**config.mk**
```make
export PLATFORM = sky130hd
export DESIGN_NAME = irq_request_encoder
export DESIGN_NICKNAME = d
export VERILOG_FILES = /design/src/rtl/irq_request_encoder_pkg.sv /design/src/rtl/irq_request_encoder_sync_edge_detect.sv /design/src/rtl/irq_request_encoder.sv
export SDC_FILE = /design/constraint.sdc
export NUM_CORES = 1
export LEC_CHECK = 0
export ABC_AREA = 1
export CORE_MARGIN = 1
export CORE_UTILIZATION = 45
export CTS_BUF_LIST = sky130_fd_sc_hd__clkbuf_8
export DETAILED_ROUTE_END_ITERATION = 8
export PLACE_DENSITY_LB_ADDON = 0.12
export SLEW_MARGIN = 5
export SYNTH_ARGS = -nofsm -noshare
export SYNTH_HDL_FRONTEND = slang
export SYNTH_SLANG_ARGS = --single-unit
```
**constraint.sdc**
```tcl
create_clock -name clk -period 1.2 [get_ports clk]
set_clock_uncertainty 0.1 [all_clocks]
set_input_delay 0.36 -clock clk [delete_from_list [all_inputs] [get_ports clk]]
set_output_delay 0.36 -clock clk [all_outputs]
set_load 0.005 [all_outputs]
```
**src/rtl/irq_request_encoder_pkg.sv**
```systemverilog
// Shared constants, FSM encoding and priority helper for the IRQ request encoder.
package irq_request_encoder_pkg;

    localparam int N     = 8;
    localparam int IDX_W = 3;

    typedef enum logic [1:0] {
        IDLE  = 2'd0,
        GRANT = 2'd1,
        GAP   = 2'd2
    } state_e;

    // Index of the highest set bit; all-zero input yields 0.
    function automatic logic [IDX_W-1:0] highest_set(input logic [N-1:0] vec);
        logic [IDX_W-1:0] idx;
        idx = '0;
        for (int i = 0; i < N; i++) begin
            if (vec[i]) begin
                idx = i[IDX_W-1:0];
            end
        end
        return idx;
    endfunction

endpackage

```
**src/rtl/irq_request_encoder_sync_edge_detect.sv**
```systemverilog
// Multi-flop synchroniser for asynchronous request lines followed by a rising-edge pulse.
module sync_edge_detect #(
    parameter int W           = 8,
    parameter int SYNC_STAGES = 2
) (
    input  logic         clk,
    input  logic         rst_n,
    input  logic [W-1:0] din_i,
    output logic [W-1:0] rise_o
);

    logic [SYNC_STAGES-1:0][W-1:0] sync_q;
    logic [W-1:0]                  prev_q;

    // Synchroniser chain plus one history stage for edge detection.
    always_ff @(posedge clk or negedge rst_n) begin
        if (!rst_n) begin
            sync_q <= '0;
            prev_q <= '0;
        end else begin
            sync_q[0] <= din_i;
            for (int s = 1; s < SYNC_STAGES; s++) begin
                sync_q[s] <= sync_q[s-1];
            end
            prev_q <= sync_q[SYNC_STAGES-1];
        end
    end

    assign rise_o = sync_q[SYNC_STAGES-1] & ~prev_q;

endmodule

```
**src/rtl/irq_request_encoder.sv**
```systemverilog
// Sticky pending IRQ requests, masked priority selection and a valid/ack grant FSM.
module irq_request_encoder
    import irq_request_encoder_pkg::*;
#(
    parameter int SYNC_STAGES = 2
) (
    input  logic             clk,
    input  logic             rst_n,
    input  logic             en,
    input  logic [N-1:0]     Din,
    input  logic [N-1:0]     mask,
    output logic [IDX_W-1:0] Dout,
    output logic             valid,
    input  logic             ack,
    output logic [N-1:0]     pending
);

    logic [N-1:0]     rise_s;
    logic [N-1:0]     elig_s;
    logic [N-1:0]     clr_s;
    logic [N-1:0]     pending_q, pending_d;
    logic [IDX_W-1:0] dout_q, dout_d;
    logic             valid_q, valid_d;
    state_e           state_q, state_d;

    sync_edge_detect #(
        .W           (N),
        .SYNC_STAGES (SYNC_STAGES)
    ) u_sync (
        .clk    (clk),
        .rst_n  (rst_n),
        .din_i  (Din),
        .rise_o (rise_s)
    );

    assign elig_s = pending_q & ~mask;

    // Grant FSM: pick in IDLE, hold in GRANT until ack or abandon, one-cycle GAP bubble.
    always_comb begin
        state_d = state_q;
        dout_d  = dout_q;
        valid_d = valid_q;
        clr_s   = '0;
        case (state_q)
            IDLE: begin
                if (en && (elig_s != '0)) begin
                    dout_d  = highest_set(elig_s);
                    valid_d = 1'b1;
                    state_d = GRANT;
                end else begin
                    valid_d = 1'b0;
                end
            end
            GRANT: begin
                if (ack) begin
                    clr_s[dout_q] = 1'b1;
                    valid_d       = 1'b0;
                    state_d       = GAP;
                end else if (!en) begin
                    valid_d = 1'b0;
                    state_d = IDLE;
                end else begin
                    valid_d = 1'b1;
                end
            end
            GAP: begin
                valid_d = 1'b0;
                state_d = IDLE;
            end
            default: begin
                valid_d = 1'b0;
                state_d = IDLE;
            end
        endcase
    end

    // A fresh edge on the bit being acknowledged re-arms it: set wins over clear.
    assign pending_d = (pending_q & ~clr_s) | rise_s;

    // State, grant and pending registers.
    always_ff @(posedge clk or negedge rst_n) begin
        if (!rst_n) begin
            state_q   <= IDLE;
            dout_q    <= '0;
            valid_q   <= 1'b0;
            pending_q <= '0;
        end else begin
            state_q   <= state_d;
            dout_q    <= dout_d;
            valid_q   <= valid_d;
            pending_q <= pending_d;
        end
    end

    assign Dout    = dout_q;
    assign valid   = valid_q;
    assign pending = pending_q;

endmodule

```
==> out/summary.txt <==
Clock Root Buffer -> clkbuf_8
vias in the first global route -> 1,106
drt drc -> 0
max_cap viols -> 0
non-filler cells, final -> 214
Mapped Area -> 1330 sq um
hold crit path type -> reg2reg
synthesized instance count -> 117
via/cell ratio -> 4.84
pin count of the biggest net entering global routing -> 39
max-slew violation count -> 0
gr usage total -> 19.2%
DR WL/cell -> 12.6 um
syn_nets -> 137
RR Endpoint -> Dout[0]$_DFFE_PN0P_
Detail Route Antenna Nets -> 0
WHS -> 254 ps
CP Max Fanout -> 2
sequential-to-total area share from yosys stat -> 71.4%
relative slew slack -> 86.4%
worst hold start -> u_sync.sync_q[6]$_DFF_PN0_
nets@finish -> 202
CP max-delay cell -> dfrtp_1
critical path startpoint category -> flip-flop
# rows -> 19
Congestion Overflow GR -> 0
Min-Delay Path Depth -> 0
Placer Congestion -> 0.807
Hold Crit Endpoint -> u_sync.sync_q[14]$_DFF_PN0_
Final TNS setup -> -1280 ps
first-pass iteration count of the detailed router -> 4
antenna violations before repair -> 0
Filler Cell Count -> 193
share of cells above drive strength 1 -> 47.0%
R2R Setup Slk -> -130 ps
RR Startpoint -> pending[2]$_DFF_PN0_
Worst Path Required -> 1280 ps
Initial Utilization -> 47.9%
dpl ws -> -505 ps
final instance area -> 2070 sq um
Skew-Pair Late Insertion Delay -> 290 ps
Clock transition at path regs -> 70 ps
post-route clock period utilization -> 111%
# H-tree levels -> 2
commonest non-fill, non-tap cell in the layout -> dfrtp_1
Die Wd -> 56.4 um
commonest cells after routing, fill and taps aside -> dfrtp_1 (38), buf_4 (21), inv_1 (18)
Die Y-Extent -> 56.4 um
number of I/O pins -> 32
clock sink count -> 38
worst r2r path cells -> 11
status -> finished with violations
Port Buf Inserts -> 31
Clock Path Buffers -> 2
distinct cell type count after synthesis -> 13
drt total wl -> 2710 um
number of vias in the routed layout -> 1,035
CTS tree -> done
Setup CP Type -> reg2reg
Final Hold Fails -> 0
TritonCTS Buffers -> 5
flops & latches, synth -> 38
placed cells -> 199
failing checks -> setup timing
DP HPWL -> 1700 um
Worst Path Arrival -> 1410 ps
f_max -> 752 MHz
final setup fails -> 18
synth warn -> 0
most frequent CP cell -> nand2_1
final worst slack -> -129 ps
actual slew at the worst max-slew pin -> 203 ps
P_leak -> 0.00101 uW
RSZ-0062 raised after global routing -> true
CP peak stage delay -> 360 ps
area delta synth->final -> 55.5%
Worst VDD drop -> 1.29 mV
DR iter-0 viols -> 24
Ant. Diodes -> 0
Mean Syn Cell Area -> 11.4 sq um
cells along the critical path -> buf_6 > nand2_4 > buf_6 > nand2_2 > nand2_1 > nand2_1 > nand2_1 > nand2_1 > nand2_1 > nand2_1 > nand2_1
Crit. End Element -> flip-flop
core area -> 2780 sq um
Die Area -> 3180 sq um
first-pass GRT wire length -> 4470 um
Placed Area -> 1840 sq um
PwrDens -> 1610 nW/um^2
minimum clock period -> 1330 ps
logic make-up after synthesis:
group / Yosys count / share of synthesized area, %
AO/OA/AOI/OAI: 22 / 8.93
buffers and inverters: 22 / 6.20
flip-flops: 38 / 71.4
AND/OR/NAND/NOR: 35 / 13.4
flip-flops by register name, summed over array words and instances, names as in the netlist:
signal	cells
u_sync.sync_q	16
Dout	3
u_sync.prev_q	8
state_q	2
pending	8
valid	1
per-stage QoR:
| step | power [uW] | utilization, % |
|---|---|---|
| 2_1_floorplan | 1720 | - |
| 3_3_place_gp | 2150 | 66.1 |
| 3_5_place_dp | 2170 | 66.1 |
| 4_1_cts | 3280 | 72.1 |
| 5_1_grt | 3500 | 74.4 |
| 6_report | 3320 | 74.4 |
timing repair:
item                                    CTS  global route
hold endpoints to repair                 38             0
gates resized for setup                  85            18
buffers inserted                          7             0
pin swaps                                15            14
endpoints found under the setup margin   25            25
hold buffers                              1             0
how the worst max path moves through the flow:
| stage | start | end | slack [ps] | cells past startpoint |
|---|---|---|---|---|
| final | pending[2]$_DFF_PN0_ | Dout[0]$_DFFE_PN0P_ | -130 | 11 |
| after global routing | pending[1]$_DFF_PN0_ | Dout[0]$_DFFE_PN0P_ | -180 | 8 |
| after CTS | pending[1]$_DFF_PN0_ | Dout[2]$_DFFE_PN0P_ | -110 | 8 |
| after detailed placement | mask[3] | Dout[1]$_DFFE_PN0P_ | -500 | 9 |
| after global placement | mask[3] | Dout[2]$_DFFE_PN0P_ | -440 | 8 |
| after floorplan | pending[1]$_DFF_PN0_ | Dout[2]$_DFFE_PN0P_ | 70 | 6 |
per-layer routing:
metal | GRT usage (%) | routed length, um | vias to the layer above
met4 | 9.06 | 38 | 0
met5 | 0 | 0 | -
li1 | - | - | 488
met2 | 34.2 | 1440 | 25
met3 | 6.68 | 134 | 6
met1 | 20.1 | 1100 | 516
area by class of cell:
class	count	area (sq um)	share of cell area, %
Clock buffer	5	68.8	3.33
Clock inverter	3	40.0	1.93
Inverter	22	85.1	4.11
Multi-Input combinational cell	57	415	20.1
Sequential cell	38	951	45.9
Tap cell	31	38.8	1.87
Timing Repair Buffer	58	470	22.7
worst max-delay path: cells and delay by family, from the launching register on:
family,cells,cell delay (ps)
AND/OR/NAND/NOR,9,540
flip-flops,1,360
buffers and inverters,2,220
Yosys cell counts:
master / count / area (sq um)
a21boi_0: 1 / 7.51
a31oi_1: 1 / 6.26
dfrtp_1: 38 / 951
inv_1: 22 / 82.6
nand2_1: 20 / 75.1
nand2_2: 9 / 56.3
nor2_1: 1 / 3.75
nor2_2: 2 / 12.5
nor2_4: 1 / 11.3
nor3_2: 2 / 20.0
o21ai_0: 13 / 65.1
o21ai_1: 5 / 25.0
o31ai_1: 2 / 15.0
report_power, final:
group | leakage [uW] | internal (uW) | switching, uW
clock | 0.0000579 | 611 | 433
combinational | 0.000530 | 398 | 415
sequential | 0.000425 | 1400 | 62.5
Power figures use the tool's default switching activity.
